## config.mk

```make
export PLATFORM = sky130hd
export DESIGN_NAME = ble4_cfg_loader
export DESIGN_NICKNAME = d
export VERILOG_FILES = /design/src/rtl/ble4_cfg_pkg.sv /design/src/rtl/ble4_cfg_addr_map.sv /design/src/rtl/ble4_cfg_loader.sv
export SDC_FILE = /design/constraint.sdc
export NUM_CORES = 1
export LEC_CHECK = 0
export CORE_UTILIZATION = 50
export DETAILED_ROUTE_END_ITERATION = 16
export PLACE_DENSITY = 0.8
export SLEW_MARGIN = 20
export SYNTH_ARGS = -nofsm -noshare
export SYNTH_HDL_FRONTEND = slang
export SYNTH_SLANG_ARGS = --single-unit
```

## constraint.sdc

```tcl
create_clock -name clk -period 3.8 [get_ports clk]
set_input_delay 0.76 -clock clk [delete_from_list [all_inputs] [get_ports clk]]
set_output_delay 0.76 -clock clk [all_outputs]
set_load 0.01 [all_outputs]
```

## src/rtl/ble4_cfg_pkg.sv

```systemverilog
// Shared types and constants for the ble4 configuration loader.
package ble4_cfg_pkg;

  localparam int BLE4_CNT_W = 5;

  localparam logic BLE4_BANK_LUT = 1'b0;
  localparam logic BLE4_BANK_MUX = 1'b1;

  typedef enum logic [1:0] {
    ST_IDLE  = 2'd0,
    ST_LOAD  = 2'd1,
    ST_CHECK = 2'd2,
    ST_DONE  = 2'd3
  } ble4_state_e;

endpackage

```

## src/rtl/ble4_cfg_addr_map.sv

```systemverilog
// Maps a serial bit index onto the ble4 decoder address: LUT bank first, then
// the output-mux bank with the mux index in the two leading address bits.
module ble4_cfg_addr_map
  import ble4_cfg_pkg::*;
#(
  parameter int NUM_LUT_BITS = 16
) (
  input  logic [BLE4_CNT_W-1:0] index,
  output logic [0:4]            address
);

  localparam logic [BLE4_CNT_W-1:0] LUT_N = BLE4_CNT_W'(NUM_LUT_BITS);

  // Only the low two bits of the mux-bank offset reach the address.
  logic [1:0] mux_lo;

  always_comb begin
    mux_lo  = index[1:0] - LUT_N[1:0];
    address = '0;
    if (index < LUT_N) begin
      address[0:3] = index[3:0];
      address[4]   = BLE4_BANK_LUT;
    end else begin
      address[0:1] = mux_lo;
      address[2:3] = 2'b00;
      address[4]   = BLE4_BANK_MUX;
    end
  end

endmodule

```

## src/rtl/ble4_cfg_loader.sv

```systemverilog
// Serial configuration loader for a ble4 block: one decoder write per accepted bit.
// Optional even-parity check of the loaded stream enabled by BLE4_CFG_PARITY_EN.
module ble4_cfg_loader
  import ble4_cfg_pkg::*;
#(
  parameter int NUM_LUT_BITS = 16,
  parameter int NUM_MUX_BITS = 3
) (
  input  logic        clk,
  input  logic        reset,
  input  logic        start,
  input  logic        cfg_valid,
  input  logic        cfg_bit,
  output logic        cfg_ready,
  output logic [0:0]  enable,
  output logic [0:4]  address,
  output logic [0:0]  data_in,
  output logic        busy,
  output logic        done,
`ifdef BLE4_CFG_PARITY_EN
  output logic        cfg_error,
`endif
  output ble4_state_e fsm_state
);

  localparam logic [BLE4_CNT_W-1:0] LAST_IDX =
    BLE4_CNT_W'(NUM_LUT_BITS + NUM_MUX_BITS - 1);

  ble4_state_e           state, state_next;
  logic [BLE4_CNT_W-1:0] count;
  logic [0:4]            map_addr;
  logic                  start_ok;
  logic                  load_accept;

  assign fsm_state = state;

  ble4_cfg_addr_map #(
    .NUM_LUT_BITS(NUM_LUT_BITS)
  ) u_addr_map (
    .index  (count),
    .address(map_addr)
  );

  always_ff @(posedge clk) begin
    if (reset) state <= ST_IDLE;
    else       state <= state_next;
  end

  always_comb begin
    state_next = state;
    case (state)
      ST_IDLE:  if (start_ok) state_next = ST_LOAD;
      ST_LOAD:  if (load_accept && count == LAST_IDX) state_next = ST_CHECK;
`ifdef BLE4_CFG_PARITY_EN
      ST_CHECK: if (cfg_valid) state_next = ST_DONE;
`else
      ST_CHECK: state_next = ST_DONE;
`endif
      ST_DONE:  state_next = start_ok ? ST_LOAD : ST_IDLE;
      default:  state_next = ST_IDLE;
    endcase
  end

  // Handshake: a bit transfers on a rising edge where cfg_valid and cfg_ready
  // are both 1; cfg_ready depends on state only, never on cfg_valid.
  always_comb begin
    busy = (state == ST_LOAD) || (state == ST_CHECK);
`ifdef BLE4_CFG_PARITY_EN
    cfg_ready = busy;
`else
    cfg_ready = (state == ST_LOAD);
`endif
    start_ok    = start && !busy;
    load_accept = cfg_valid && cfg_ready && (state == ST_LOAD);
  end

  always_ff @(posedge clk) begin
    if (reset) begin
      enable  <= '0;
      address <= '0;
      data_in <= '0;
      count   <= '0;
      done    <= 1'b0;
    end else begin
      enable <= load_accept;
      if (load_accept) begin
        address <= map_addr;
        data_in <= cfg_bit;
        count   <= count + 1'b1;
      end
      if (start_ok) begin
        count <= '0;
        done  <= 1'b0;
      end else if (state == ST_CHECK && state_next == ST_DONE) begin
        done <= 1'b1;
      end
    end
  end

`ifdef BLE4_CFG_PARITY_EN
  logic parity;

  // parity tracks the XOR of the loaded bits; the trailing bit must even it out.
  always_ff @(posedge clk) begin
    if (reset) begin
      parity    <= 1'b0;
      cfg_error <= 1'b0;
    end else if (start_ok) begin
      parity    <= 1'b0;
      cfg_error <= 1'b0;
    end else begin
      if (load_accept) parity <= parity ^ cfg_bit;
      if (state == ST_CHECK && cfg_valid && (parity ^ cfg_bit)) cfg_error <= 1'b1;
    end
  end
`endif

endmodule

```

# == Yosys cells after proc, flatten, opt, wreduce, memory -nomap -nowiden ==
# Index checks and enable logic that the tools add are counted.
# op_classes
add_sub_neg,1
magnitude_cmp,1
n_eq_ne,5
mux,5
reduce_logical,9
# ops
operator,n
2-bit case mux with 4 select lines,1
"2-bit equality test, second input constant",3
"5-bit by 1-bit adder with 5-bit output, second input constant",1
"5-bit equality test, second input constant",1
1-bit logical AND,5
"5-bit less-than comparator, second input constant",1
5-bit two-way mux,1
2-bit two-way mux,2
"2-bit by 1-bit equality test with 1-bit output, second input constant",1
2-bit logical NOT,1
2-bit OR reduction,1
1-bit logical NOT,1
1-bit logical OR,1
1-bit two-way mux,1
# totals
ff_bits,15
inputBits,5
output_inout_bits,12
word_cells,27

# == Longest topological paths before layout ==
# logic_depth
depth_word,8
depth_mapped,6
mapped_depth_nobuf,5

# == Modules after synthesis ==
# From an unflattened synthesis, not the netlist that was laid out.
# hier_totals
hier_cells,84
area_unflattened_um2,743.2
# by_module_without_submodules
mod,n_inst,cells_per_inst,area_each_um2,seq_area_each_um2
ble4_cfg_loader,1,79,695.7,300.3
ble4_cfg_addr_map,1,5,47.5,0.0

# == Worst setup path before layout ==
# No wires, ideal clock.
# synth_path
path_kind,register -> output
start,"register state[0], in the netlist fsm_state[0]"
end,output port busy
arrival_time_ps,847
required_time_ps,3040
setup_slack_ps,2193
path_stages_with_launch,3
n_path_buf,0
path_cell_list,dfxtp_1 > inv_1 > ha_1
# synth_via
elab_chain_len,2
word_cells_on_any_way,3
classes_between,eq/ne: 2; reduce/logical: 1
# synth_rtl
item,line,rtl
"start, declared",ble4_cfg_loader.sv:29,"ble4_state_e state, state_next;"
"start signal, assigned",ble4_cfg_loader.sv:46,else state <= state_next;
2-bit by 1-bit equality test with 1-bit output / 2-bit equality test (equally long branches),ble4_cfg_loader.sv:67,busy = (state == ST_LOAD) || (state == ST_CHECK);
1-bit logical OR (*),ble4_cfg_loader.sv:67,
"end, declared",ble4_cfg_loader.sv:18,"output logic busy,"
# Mark *: on every way between the ends. The rest lies on a longest branch, timed or not.

# == Worst setup path in the final report ==
# layout_path
start,"register state[1], in the netlist fsm_state[1]"
end,output port busy
# Same word-level chain as after synthesis.

==> Implementation_results.wiki <==
{| class="wikitable"
! Metric !! Value
|-
| Final net count || 109
|-
| Sequential fraction of the synthesis area || 41.7%
|-
| Most frequent cell after synthesis || sky130_fd_sc_hd__dfxtp_1
|-
| Num rows || 13
|-
| Fraction of final layout cells sized beyond drive strength 1 || 5.15%
|-
| Flip-flop and latch count after synthesis || 15
|-
| Placed insts || 108
|-
| Initial DRC Count || 15
|-
| Logic depth of the worst register-to-register path || 5
|-
| Vias || 620
|-
| Leakage component of the power || 0.325 nW
|-
| Post-synthesis instance area || 719 sq um
|-
| Total die area || 1590 sq um
|-
| Area fraction of the dominant cell type after synthesis || 41.7%
|-
| Worst Skew || 3.73 ps
|-
| Overall routing resource usage || 22.8%
|-
| Worst Setup Path Type || flop to output port
|-
| Core Footprint || 1320 sq um
|-
| Cts-stage hold buffer count || 0
|-
| Worst hold path cell count || 2
|-
| EDFF count, synth || 0
|-
| Antenna diode count || 0
|-
| Category of the worst setup path launch point || flop
|-
| Maximum buffer depth of the clock tree || 2
|-
| Cell count after synthesis || 80
|-
| Fmax || 410 MHz
|-
| Total iterations of the first detailed-routing run || 4
|-
| Initial antenna violation count || 0
|-
| Cell accounting for the most synthesized area || sky130_fd_sc_hd__dfxtp_1
|-
| Wire length of the first global-routing pass || 2390 microns
|-
| Vias in the first global route || 531
|-
| Final number of setup-violating endpoints || 0
|-
| Floorplan die width || 39.9 microns
|-
| Number of endpoints with negative hold slack in the final report || 0
|-
| Power Total || 523 uW
|-
| HPWL reported at the end of detailed placement || 1050 microns
|-
| Number of top-level design ports || 17
|-
| Min Tclk post-route || 2440 ps
|-
| Clk Tree Root Cell || sky130_fd_sc_hd__clkbuf_4
|-
| DRC violation count after routing || 0
|-
| Top_reg_cell synth || sky130_fd_sc_hd__dfxtp_1
|-
| Hold Crit Class || flop to flop
|-
| Unrepaired setup endpoints after global routing || false
|-
| Total number of clock tree sinks || 15
|-
| Synthesized area per cell || 8.99 sq um
|-
| Antenna Violating Nets Remaining || 0
|-
| Fillers || 127
|-
| Clock slew at the register clock pins of the worst setup and hold paths || 80 ps
|-
| Netlist cell types || 29
|-
| Min Hold Slack || 458 ps
|-
| Count of warnings emitted by yosys || 0
|-
| Clock tree from TritonCTS || done
|-
| Data arrival time of the critical path || 1680 ps
|-
| Clk Latency, worst-skew pair || 280 ps
|-
| Max VDD drop || 0.337 mV
|-
| Placer congestion estimate || 0.755
|-
| Total negative slack for setup checks || 0 ps
|-
| Overall die height || 39.9 microns
|-
| Layout-stage area growth over the synthesis result || 24.3%
|-
| Post-Syn Nets || 91
|-
| Commonest cells in the netlist || sky130_fd_sc_hd__dfxtp_1, sky130_fd_sc_hd__nor2_1, sky130_fd_sc_hd__nand2_1, sky130_fd_sc_hd__ha_1
|-
| Count of buffers from port buffering || 16
|-
| Routed WL || 1430 microns
|-
| CP Data Required Time || 3040 ps
|-
| Level count of the clock H-tree || 1
|-
| Max_slew headroom || 74.3%
|-
| Number of buffers created by CTS || 3
|-
| CP Capture Type || output port
|-
| Async set-or-reset flop fraction in the synthesized netlist || 0%
|-
| Final-report max-slew violation count || 0
|-
| Number of post-CTS setup repair buffers || 0
|-
| Final core utilization || 67.9%
|-
| Largest cells by area after synthesis || sky130_fd_sc_hd__dfxtp_1, sky130_fd_sc_hd__ha_1, sky130_fd_sc_hd__nor2_1
|-
| Routed vias/inst || 5.54
|-
| Initial standard-cell utilization of the core || 54.6%
|-
| Detail-routed net length per standard cell || 12.8 microns
|-
| Ratio of total power to cell area || 584 nW/um^2
|-
| Portion of the clock cycle consumed by the worst path in the final layout || 64.2%
|-
| Largest net degree at the start of global routing || 12
|-
| Total of cells resized after clock tree synthesis || 0
|-
| Global route overflow || 0
|-
| Reported max-cap violation count || 0
|-
| Slew @ Worst Pin || 384 ps
|-
| Number of standard cells in the layout, taps in and fillers out || 112
|-
| Largest fanout of any net on the critical path || 6
|-
| Outcome || complete, no violations
|}
==> per-stage QoR <==
step | instance area [sq um] | setup slack (ps)
floorplan | 719 | 2190
global placement | 868 | 1690
detailed placement | 868 | 1640
CTS | 895 | 1350
global route | 895 | 1270
finish | 895 | 1360
==> where the power goes <==
group	internal [mW]	total (mW)	switching, mW
clock network	0.0408	0.0894	0.0486
logic	0.113	0.231	0.118
registers	0.179	0.202	0.0228
total	0.333	0.523	0.189
==> critical path, stage by stage (launching register included) <==
cell and delay [ps]:
sky130_fd_sc_hd__dfxtp_1 440, sky130_fd_sc_hd__inv_1 100, sky130_fd_sc_hd__ha_1 310, sky130_fd_sc_hd__clkdlybuf4s50_1 540
==> cells by family (layout without fill, tap and decap cells) <==
family | count (synthesis) | in the layout | synth area share [%]
buf+inv | 7 | 24 | 6.26
mux | 2 | 2 | 2.78
fa+ha+maj | 6 | 6 | 10.4
xor+xnor | 2 | 2 | 2.44
compound gates | 16 | 16 | 15.3
simple gates | 32 | 32 | 21.0
flops | 15 | 15 | 41.7
==> final cells by class <==
| class | count | area [sq um] | area share (%) |
|---|---|---|---|
| repair buffers | 16 | 160 | 17.9 |
| well taps | 15 | 18.8 | 2.10 |
| flip-flops and latches | 15 | 300 | 33.6 |
| multi-input cells | 58 | 374 | 41.8 |
| clock buffers | 4 | 26.3 | 2.94 |
| inverters | 4 | 15.0 | 1.68 |
==> cell usage in the layout (no fill, tap or decap), types with 2 or more instances in the layout <==
cell type and n:
sky130_fd_sc_hd__inv_1 4, sky130_fd_sc_hd__nor3_1 2, sky130_fd_sc_hd__nand3_1 2, sky130_fd_sc_hd__clkdlybuf4s50_1 16, sky130_fd_sc_hd__a31oi_1 2, sky130_fd_sc_hd__nand2_1 8
sky130_fd_sc_hd__nor2_1 10, sky130_fd_sc_hd__clkbuf_4 3, sky130_fd_sc_hd__or3_1 3, sky130_fd_sc_hd__a211oi_1 4, sky130_fd_sc_hd__ha_1 6, sky130_fd_sc_hd__mux2i_1 2
sky130_fd_sc_hd__a21oi_1 4, sky130_fd_sc_hd__dfxtp_1 15
==> layer usage <==
layer	GRT usage, %	share of wire [%]	vias up
li1	-	-	317
met1	30.0	48	283
met2	34.3	45	18
met3	10.0	6.6	2
met4	5.17	0.35	0
met5	0	0	-
==> flip-flops by register name (all words and copies together), names as in the netlist <==
register and cells:
address 5, count 5, data_in 1, done 1, enable 1, fsm_state 2
==> path summary, 6_finish.rpt <==
| check | slack [ps] | startpoint | endpoint |
|---|---|---|---|
| worst max-delay path | 1360 | fsm_state[1] | busy |
| worst min-delay path | 460 | data_in | data_in |
| worst max register to register | 2160 | fsm_state[1] | fsm_state[1] |
| worst min register to register | 460 | data_in | data_in |
Note: power is estimated with default switching activity, not from simulation.
